--- src/rtl/add_ctrl_pkg.sv ---
// Shared types and constants for the nibble-serial adder sequencer.
package add_ctrl_pkg;

  localparam int unsigned NIB_W = 4;

  typedef enum logic [1:0] {
    IDLE = 2'd0,
    RUN  = 2'd1,
    DONE = 2'd2
  } add_state_t;

endpackage

--- src/rtl/nibble_adder.sv ---
// 4-bit ripple-carry slice built from full-adder cells; the only arithmetic in the sequencer.

// Single-bit full adder cell.
module fa (
  input  logic a,
  input  logic b,
  input  logic cin,
  output logic s,
  output logic cout
);

  assign s    = a ^ b ^ cin;
  assign cout = (a & b) | (cin & (a ^ b));

endmodule

module nibble_adder
  import add_ctrl_pkg::*;
(
  input  logic [NIB_W-1:0] a,
  input  logic [NIB_W-1:0] b,
  input  logic             cin,
  output logic [NIB_W-1:0] sum,
  output logic             cout
);

  logic [NIB_W:0] c;

  assign c[0] = cin;
  assign cout = c[NIB_W];

  // Ripple chain: carry from each cell feeds the next more significant cell.
  for (genvar i = 0; i < NIB_W; i++) begin : g_fa
    fa u_fa (
      .a    (a[i]),
      .b    (b[i]),
      .cin  (c[i]),
      .s    (sum[i]),
      .cout (c[i+1])
    );
  end

endmodule

--- src/rtl/nibble_serial_add_ctrl.sv ---
// Sequencer feeding WIDTH-bit operands through one shared nibble adder, LSB nibble first.
// After the last nibble pass, one extra RUN cycle copies the assembled result into the
// output registers, so out_sum/out_cout keep the previous result while a new add runs.
module nibble_serial_add_ctrl
  import add_ctrl_pkg::*;
#(
  parameter int unsigned WIDTH = 16
) (
  input  logic             clk,
  input  logic             rst_n,
  input  logic             in_valid,
  output logic             in_ready,
  input  logic [WIDTH-1:0] in_a,
  input  logic [WIDTH-1:0] in_b,
  input  logic             in_cin,
  output logic             out_valid,
  input  logic             out_ready,
  output logic [WIDTH-1:0] out_sum,
  output logic             out_cout,
  output logic             busy
);

  localparam int unsigned NIB   = WIDTH / NIB_W;
  localparam int unsigned CNT_W = (NIB > 1) ? $clog2(NIB) : 1;

  add_state_t       state_q, state_d;
  logic [CNT_W-1:0] cnt_q, cnt_d;
  logic             carry_q, carry_d;
  logic             last_q, last_d;
  logic [WIDTH-1:0] a_q, a_d;
  logic [WIDTH-1:0] b_q, b_d;
  logic [WIDTH-1:0] res_q, res_d;
  logic [WIDTH-1:0] sum_d;
  logic             cout_d;
  logic [NIB_W-1:0] nib_sum;
  logic             nib_cout;

  nibble_adder u_slice (
    .a    (a_q[NIB_W-1:0]),
    .b    (b_q[NIB_W-1:0]),
    .cin  (carry_q),
    .sum  (nib_sum),
    .cout (nib_cout)
  );

  // Next-state and datapath update.
  always_comb begin
    state_d = state_q;
    cnt_d   = cnt_q;
    carry_d = carry_q;
    last_d  = last_q;
    a_d     = a_q;
    b_d     = b_q;
    res_d   = res_q;
    sum_d   = out_sum;
    cout_d  = out_cout;
    case (state_q)
      IDLE: begin
        if (in_valid && in_ready) begin
          a_d     = in_a;
          b_d     = in_b;
          carry_d = in_cin;
          cnt_d   = '0;
          last_d  = 1'b0;
          state_d = RUN;
        end
      end
      RUN: begin
        if (!last_q) begin
          res_d   = {nib_sum, res_q[WIDTH-1:NIB_W]};
          carry_d = nib_cout;
          a_d     = a_q >> NIB_W;
          b_d     = b_q >> NIB_W;
          cnt_d   = cnt_q + CNT_W'(1);
          if (cnt_q == CNT_W'(NIB - 1)) begin
            last_d = 1'b1;
          end
        end else begin
          sum_d   = res_q;
          cout_d  = carry_q;
          state_d = DONE;
        end
      end
      DONE: begin
        if (out_ready) begin
          state_d = IDLE;
        end
      end
      default: state_d = IDLE;
    endcase
  end

  // State, datapath and registered handshake outputs.
  always_ff @(posedge clk or negedge rst_n) begin
    if (!rst_n) begin
      state_q   <= IDLE;
      cnt_q     <= '0;
      carry_q   <= 1'b0;
      last_q    <= 1'b0;
      a_q       <= '0;
      b_q       <= '0;
      res_q     <= '0;
      out_sum   <= '0;
      out_cout  <= 1'b0;
      out_valid <= 1'b0;
      busy      <= 1'b0;
      in_ready  <= 1'b1;
    end else begin
      state_q   <= state_d;
      cnt_q     <= cnt_d;
      carry_q   <= carry_d;
      last_q    <= last_d;
      a_q       <= a_d;
      b_q       <= b_d;
      res_q     <= res_d;
      out_sum   <= sum_d;
      out_cout  <= cout_d;
      out_valid <= (state_d == DONE);
      busy      <= (state_d != IDLE);
      in_ready  <= (state_d == IDLE);
    end
  end

endmodule

--- config.mk ---
export PLATFORM = sky130hd
export DESIGN_NAME = nibble_serial_add_ctrl
export DESIGN_NICKNAME = d
export VERILOG_FILES = /design/src/rtl/add_ctrl_pkg.sv /design/src/rtl/nibble_adder.sv /design/src/rtl/nibble_serial_add_ctrl.sv
export SDC_FILE = /design/constraint.sdc
export NUM_CORES = 1
export LEC_CHECK = 0
export BUFFER_PORTS_ARGS = -buffer_cell sky130_fd_sc_hd__buf_2
export CORE_UTILIZATION = 59
export CTS_CLUSTER_SIZE = 16
export DETAILED_ROUTE_END_ITERATION = 8
export PLACE_DENSITY_LB_ADDON = 0.2
export SETUP_SLACK_MARGIN = 0.02
export SYNTH_ARGS = -nofsm -noshare
export SYNTH_HDL_FRONTEND = slang
export SYNTH_SLANG_ARGS = --single-unit
--- constraint.sdc ---
create_clock -name clk -period 4.8 [get_ports clk]
set_clock_uncertainty 0.2 [all_clocks]
set_input_delay 0.24 -clock clk [delete_from_list [all_inputs] [get_ports clk]]
set_output_delay 0.24 -clock clk [all_outputs]
set_load 0.02 [all_outputs]
* After elaboration in Yosys (flattened, before gate mapping)
Index checks and enable logic that the tools add are counted. W data, S select, Z words.
Word-level totals: input bits 37, output and inout bits 20, register bits 74, logic and storage cells 69
Cells by class: equal/unequal tests 6, bitwise logic cells 21, $add $sub $neg 1, mux-type cells 20, reductions and logical operators 9
Operators with widths (count):
- $mux W16 | 4
- $pmux W16 S2 | 2
- $mux W2 | 5
- $and A1 B1 Y1 | 8
- $xor A1 B1 Y1 | 8
- $eq A2 B2 Y1 const B | 3
- $pmux W2 S3 | 1
- $reduce_and A2 Y1 | 3
- $mux W1 | 5
- $logic_not A2 Y1 | 2
- $ne A2 B2 Y1 const B | 2
- $or A1 B1 Y1 | 4
- $pmux W1 S2 | 2
- $pmux W2 S2 | 1
- $reduce_bool A2 Y1 | 2
- $reduce_and A3 Y1 | 1
- $add A2 B1 Y2 const B | 1
- $eq A2 B1 Y1 const B | 1
- $logic_and A1 B1 Y1 | 1
- $not A1 Y1 | 1

* Depth between registers and ports, before layout
Gate-level depths: netlist of the first run.
depth in word-level cells 11, depth in mapped cells 10, mapped depth without buffers 10

* By module
From an unflattened synthesis of the first run, not the netlist that was laid out.
Unflattened totals: cell total of the unflattened synthesis 226, area total of the unflattened synthesis 3098.0 µm²
Modules (own cells, without submodules):
- nibble_serial_add_ctrl | area each 3017.9 µm², times used 1, seq. area each 1853.0 µm², cells an instance 222
- fa | area each 20.0 µm², times used 4, seq. area each 0.0 µm², cells an instance 1

* Worst setup path before layout of the first run
OpenSTA, ideal clock, no wires.
kind reg2reg, from register carry_q, to register res_q[15], path slack 2557 ps, required time 4517 ps, arrival 1960 ps, stages on the path, launching flop included 9, buffers on the path 0, cell sequence dfrtp_1 inv_1 fa_1 inv_1 fa_1 fa_1 inv_1 fa_1 o21ai_0
On the way: cells in the longest elaborated chain, start to end 7
Ends and longest elaborated chain:
- start, declared | RTL line nibble_serial_add_ctrl.sv:28 | logic carry_q, carry_d;
- start signal, assigned | RTL line nibble_serial_add_ctrl.sv:111 | carry_q <= carry_d;
- $and A1 B1 Y1 | RTL line nibble_adder.sv:13 | assign cout = (a & b) | (cin & (a ^ b));
- $or A1 B1 Y1 | RTL line nibble_adder.sv:13
- $and A1 B1 Y1 | RTL line nibble_adder.sv:13
- $or A1 B1 Y1 | RTL line nibble_adder.sv:13
- $and A1 B1 Y1 | RTL line nibble_adder.sv:13
- $or A1 B1 Y1 | RTL line nibble_adder.sv:13
- $xor A1 B1 Y1 | RTL line nibble_adder.sv:12 | assign s = a ^ b ^ cin;
- end signal, assigned | RTL line nibble_serial_add_ctrl.sv:115 | res_q <= res_d;
- end, declared | RTL line nibble_serial_add_ctrl.sv:32 | logic [WIDTH-1:0] res_q, res_d;
Every way passes these cells. A chain may end at the register's enable or synchronous reset.

* Worst setup path in the final report of the first run
Same ends and word-level chain as after synthesis.

==> reports/metrics.cfg, run 1 <==
[run_status]
status = finished clean

[grt]
grt_pass1_vias = 2255
antenna_found_initial = 0
grt_max_degree = 75
grt.total_usage_pct = 23.0
overflow = 0
grt_first_pass_wirelength_mm = 10.2

[logic_synthesis]
synth_most_common_cell = dfrtp_1
yosysUniqueCellTypes = 28
ys.flop_type = dfrtp_1
yosys_warnings = 0
synth_fp_nets = 315
synth_edf_count = 0
ys_seq_area_share_pct = 57.2
netlist_area_mm2 = 0.00324
async_flop_share_pct = 100
avgSynthCellArea_um2 = 11.9
synthTopCellsByCount = 73 x dfrtp_1, 47 x nand2_1, 26 x mux2i_1
synth_top_area_share_pct = 56.4
yosys-top-cells-area = dfrtp_1 56%, mux2i_1 8.0%, mux2_2 5.6%, nand2_1 5.5%, nor3_1 3.9%
ys_ff_latch = 74
synthCells = 273
yosysTopAreaCell = dfrtp_1

[placed_design]
dpl.hpwl_mm = 3.52
gp_congestion = 0.729
port_buffers = 56

[routing]
num_vias = 2258
viasPerCell = 5.34
routed_wl_mm = 5.87
wl_per_cell_um = 13.9
drt_drc_violations_left = 0
drt_iter0_drc = 130
antenna_left = 0
drt-pass1-iter-count = 4

[die]
initial_core_util_pct = 62.2
fp.dieH_um = 76.1
die_area_mm2 = 0.00579
die_width_um = 76.1
num_rows = 26
core-area_mm2 = 0.00520
ios = 57

[cts]
clk_pin_slew_ns = 0.07
cts_resized = 0
clock_latency_ns = 0.34
root_buffer = clkbuf_8
cts_setup_buffers = 0
cts_tree = yes
clock-sinks = 74
clockBufferDepth = 2
numCtsBuffers = 9
h-tree-depth = 3

[worst_setup_path]
critPathMaxFanout = 2
worstPathArrival_ns = 2.45
crit_path_start_kind = flip-flop
worstPathRequired_ns = 4.85
endpoint_kind = flip-flop
cpMostUsedCell = fa_1
cpMaxStageDelayCell = fa_1
cp-endpoint = res_q[15]$_DFFE_PN0P_
setup.worst_path.start = carry_q$_DFFE_PN0P_
regToRegSetupSlack_ns = 2.41
max_stage_delay_ns = 0.39
r2r_start = carry_q$_DFFE_PN0P_
crit_chain = inv_1 -> fa_1 -> inv_1 -> fa_1 -> fa_1 -> inv_1 -> fa_1 -> o21ai_0
critPathKind = flip-flop to flip-flop
reg2reg_depth = 8
reg2reg_to = res_q[15]$_DFFE_PN0P_

[job]
cap_violations = 0

[cells_and_area]
area_growth_syn_to_layout_pct = 21.1
drive_gt1_share_pct = 28.6
antenna_cells = 0
num-fill-cells = 385
nNetsFinal = 390

[timing]
fin_crit_ns = 2.39
hold_violations = 0
period_share_pct = 49.9
maxSlewViolCount = 0
relSlewSlack_pct = 36.4
tightest_slew_ns = 0.952
setup_viol = 0
fmax_mhz = 418
rsz0062_at_grt = no
tns_ns = 0

[pwr]
power.leakage_nw = 1.90
p_switching_w = 0.00103
comb_power_share_pct = 42.6
power_frac_seq_pct = 41.4
swShare_pct = 39.1
p_int_w = 0.00161
peakVddDrop_mv = 0.361
power.density_mw_per_mm2 = 675
pwr-share-clk_pct = 16.0
total_power_w = 0.00265

[worst_hold_path]
hold_class = primary input to flip-flop
hp-start = in_a[8]

[kinds of logic after synthesis]
| kind of cell | after synthesis | synth area share [%] |
|---|---|---|
| mux | 42 | 13.6 |
| fa+ha+maj | 5 | 2.86 |
| flops | 74 | 57.2 |
| simple gates | 82 | 12.4 |
| buf+inv | 28 | 5.18 |
| compound gates | 42 | 8.66 |
[worst min path at each step]
stage	depth (start not counted)	endpoint
floorplan	0	a_q[0]$_DFFE_PN0P_
global placement	1	out_sum[4]$_DFFE_PN0P_
detailed placement	1	res_q[0]$_DFFE_PN0P_
CTS	3	b_q[1]$_DFFE_PN0P_
global route	3	a_q[9]$_DFFE_PN0P_
finish	3	a_q[8]$_DFFE_PN0P_
[layout make-up]
class,instances,area [um^2],area share (%)
Clock buffer,16,170,4.34
Inverter,10,40.0,1.02
Multi-Input combinational cell,171,1230,31.4
Sequential cell,74,1850,47.3
Tap cell,70,87.6,2.23
Timing Repair Buffer,82,538,13.7
[registers in the layout, indices dropped and copies added, names as in the netlist]
name       cells
a_q           16
b_q           16
out_sum       16
res_q         16
cnt_q          2
state_q        2
busy           1
carry_q        1
in_ready       1
last_q         1
out_cout       1
out_valid      1
[stage by stage]
| step | hold slack [ns] | std cells | utilization [%] | area [um^2] | worst slack (ns) |
|---|---|---|---|---|---|
| finish | 0.000922 | 423 | 75.3 | 3920 | 2.41 |
| global route | 0.0156 | 423 | 75.3 | 3920 | 2.29 |
| floorplan | -0.256 | 273 | - | 3240 | 2.56 |
| detailed placement | 0.228 | 383 | 67.5 | 3510 | 2.40 |
| global placement | 0.235 | 383 | 67.5 | 3510 | 2.51 |
| CTS | 0.00550 | 423 | 75.3 | 3920 | 2.38 |
[cell usage in the layout, fill, tap and decap left out, types with 2 or more instances in the layout]
cell	n
fa_1	4
a22o_1	8
clkbuf_8	11
o21ai_0	8
buf_4	3
nor3_1	25
buf_2	55
a21oi_2	10
nand2b_1	2
a21oi_1	15
mux2_2	16
dlygate4sd3_1	24
clkbuf_1	5
dfrtp_1	73
inv_1	9
mux2i_1	26
nand2_1	47
[worst max-delay path, delay by kind of cell, from the launching register on]
kind / cells / cell delay, ns
AO/OA/AOI/OAI: 1 / 0.18
adder cells (fa/ha/maj): 4 / 1.32
buffers and inverters: 3 / 0.22
flip-flops: 1 / 0.38
[power groups by stage]
stage / logic [W] / clock network (W) / registers (W)
after floorplan: 0.000841 / 0 / 0.00116
after global placement: 0.00108 / 0 / 0.00109
after detailed placement: 0.00112 / 0 / 0.00111
after CTS: 0.00114 / 0.000434 / 0.00110
after global routing: 0.00125 / 0.000460 / 0.00114
final: 0.00113 / 0.000424 / 0.00110
[per-layer routing]
layer,wire length [um],global-route usage [%]
met5,0,0
met4,174,13.8
met3,219,5.15
met2,2860,38.7
met1,2620,26.9
[repair_timing]
| item | CTS | global route |
|---|---|---|
| setup endpoints to repair | 0 | 0 |
| hold endpoints to repair | 96 | 0 |
| hold buffers | 24 | 0 |
No activity file was read; power rests on OpenSTA's default activity.
==> run 2: changes to the inputs <==
CORE_UTILIZATION = 55   (was 59)
clock period = 2.3 ns   (was 4.8 ns; I/O delays follow)
==> reports/metrics.cfg, run 2 (synthesized netlist as in run 1, its figures left out) <==
[worst_setup_path]
worstPathArrival_ns = 2.27  ; -0.18 ns
crit_path_start_kind = flip-flop
critPathMaxFanout = 2  ; unchanged
worstPathRequired_ns = 2.36  ; -2.49 ns
critPathKind = flip-flop to flip-flop
endpoint_kind = flip-flop

[die]
fp.dieH_um = 78.7  ; +3.5%
num_rows = 27  ; +3.8%
initial_core_util_pct = 58.1  ; -4.1 points
ios = 57  ; unchanged
core-area_mm2 = 0.00557  ; +7.1%
die_width_um = 78.7  ; +3.5%
die_area_mm2 = 0.00620  ; +7.1%

[timing]
fmax_mhz = 453  ; +8.4%
tightest_slew_ns = 0.624  ; -0.328 ns
tns_ns = 0  ; unchanged
fin_crit_ns = 2.21  ; -0.185 ns
setup_viol = 0  ; unchanged
rsz0062_at_grt = yes
relSlewSlack_pct = 58.4  ; +22 points
maxSlewViolCount = 0  ; unchanged
period_share_pct = 96.1  ; +46 points
hold_violations = 0  ; unchanged

[cells_and_area]
antenna_cells = 0  ; unchanged
num-fill-cells = 394  ; +2.3%
ff_latch_area_mm2 = 0.00185  ; unchanged
layout_common_cells = 73 x dfrtp_1, 55 x buf_2, 47 x nand2_1
fin_util_pct = 74.8  ; -0.57 points
final_cells = 443  ; +4.7%
area_growth_syn_to_layout_pct = 28.8
nNetsFinal = 408  ; +4.6%
layout_commonest_cell = dfrtp_1
drive_gt1_share_pct = 31.8  ; +3.2 points
multi_input_area_mm2 = 0.00124  ; +0.61%
stdcell_area_mm2 = 0.00417  ; +6.3%

[routing]
antenna_left = 0  ; unchanged
drt_iter0_drc = 55  ; -58%
drt_drc_violations_left = 0  ; unchanged
routed-wl-met2_mm = 3.05  ; +6.8%
drt-pass1-iter-count = 4  ; unchanged
highest_layer = met4
routed_wl_mm = 6.13  ; +4.4%
wl_per_cell_um = 13.8  ; -0.34%
viasPerCell = 5.21  ; -2.4%
num_vias = 2309  ; +2.3%
m1WireLength_mm = 2.74  ; +4.5%
wl_met3_um = 250  ; +14%

[cts]
clock_latency_ns = 0.34  ; about the same
clk_pin_slew_ns = 0.08  ; about the same
cts_tree = yes
root_buffer = clkbuf_8
h-tree-depth = 3  ; unchanged
clockBufferDepth = 2  ; unchanged
clock-sinks = 74  ; unchanged
numCtsBuffers = 9  ; unchanged

[pwr]
swShare_pct = 38.2  ; -0.89 points
comb_power_share_pct = 43.0  ; +0.4 points
peakVddDrop_mv = 0.732  ; +100%
p_int_w = 0.00357  ; +120%
power.leakage_nw = 2.01  ; +5.5%
pwr-share-clk_pct = 17.5  ; +1.5 points
power.density_mw_per_mm2 = 1390  ; +110%
p_switching_w = 0.00221  ; +110%
power_frac_seq_pct = 39.5  ; -1.9 points

[placed_design]
gp_congestion = 0.718  ; -1.5%
placed_cell_area_mm2 = 0.00359  ; +2.2%
dp.cells = 390  ; +1.8%
dpl.hpwl_mm = 3.71  ; +5.5%
port_buffers = 56  ; unchanged

[grt]
overflow = 0  ; unchanged
antenna_found_initial = 0  ; unchanged
grt_first_pass_wirelength_mm = 10.4  ; +2.2%
grt_pass1_vias = 2271  ; +0.71%
grt_max_degree = 49  ; -35%
grt.total_usage_pct = 22.3  ; -0.67 points

[run_status]
status = finished clean

[job]
cap_violations = 0  ; unchanged

[worst_hold_path]
hold_class = primary input to async pin

[run 2: cell types whose count changed in the layout (fill, tap and decap cells not counted), sizes merged]
cell	before	now
bufinv	0	1
clkinvlp	0	1
clkbuf	16	11
clkinv	0	3
buf	58	64
dlygate4sd3	24	36
[run 2: per-stage QoR]
stage                     power [W]  hold slack [ns]  setup WS (ns)
after CTS                   0.00583            0.139         0.0279
after global placement      0.00464          -0.0307         0.0139
after global routing        0.00622            0.195         0.0110
after detailed placement    0.00473          -0.0239        -0.0214
final                       0.00578            0.140         0.0907
after floorplan             0.00417           -0.381         0.0571
[run 2: per-layer routing]
| layer | vias up | GRT usage [%] |
|---|---|---|
| met4 | 0 | 10.7 |
| met1 | 1124 | 27.5 |
| met2 | 58 | 37.6 |
| met3 | 8 | 4.48 |
| li1 | 1119 | - |
| met5 | - | 0 |
[run 2: power by group through the flow]
stage	Combinational, W	Sequential (W)	Clock [W]
floorplan	0.00176	0.00241	0
global placement	0.00235	0.00228	0
detailed placement	0.00242	0.00231	0
CTS	0.00249	0.00228	0.00105
global route	0.00276	0.00237	0.00109
finish	0.00249	0.00228	0.00101
[run 2: area by class of cell]
type | count | share of cell area, %
Inverter | 10 | 0.961
Clock buffer | 11 | 3.63
Multi-Input combinational cell | 171 | 29.8
Sequential cell | 74 | 44.5
Timing Repair Buffer | 100 | 17.8
Clock inverter | 5 | 1.26
Tap cell | 72 | 2.16
[run 2: worst max-delay path, cell delays in order (launching register included)]
cell	delay [ns]
dfrtp_1	0.39
inv_2	0.07
fa_2	0.18
inv_1	0.05
fa_2	0.33
fa_2	0.34
inv_2	0.06
fa_1	0.40
o21ai_1	0.12
[run 2: timing repair]
item                       in CTS  in global routing
buffers inserted                1                  0
hold endpoints to repair       83                  0
setup endpoints to repair       1                  2
gates resized for setup         2                  5
hold buffers                   36                  0
pin swaps                       1                  1
[run 2: path summary, 6_finish.rpt]
kind / from / end / depth (start not counted) / slack [ns]
setup / recovery: carry_q$_DFFE_PN0P_ / res_q[15]$_DFFE_PN0P_ / 8 / 0.09
hold / removal: rst_n / out_sum[0]$_DFFE_PN0P_ / 2 / 0.14
setup reg to reg: carry_q$_DFFE_PN0P_ / res_q[15]$_DFFE_PN0P_ / 8 / 0.09
hold reg to reg: res_q[0]$_DFFE_PN0P_ / res_q[0]$_DFFE_PN0P_ / 2 / 0.29
max in group asynchronous: rst_n / b_q[13]$_DFFE_PN0P_ / 3 / 1.19
min in group clk: res_q[0]$_DFFE_PN0P_ / res_q[0]$_DFFE_PN0P_ / 2 / 0.29
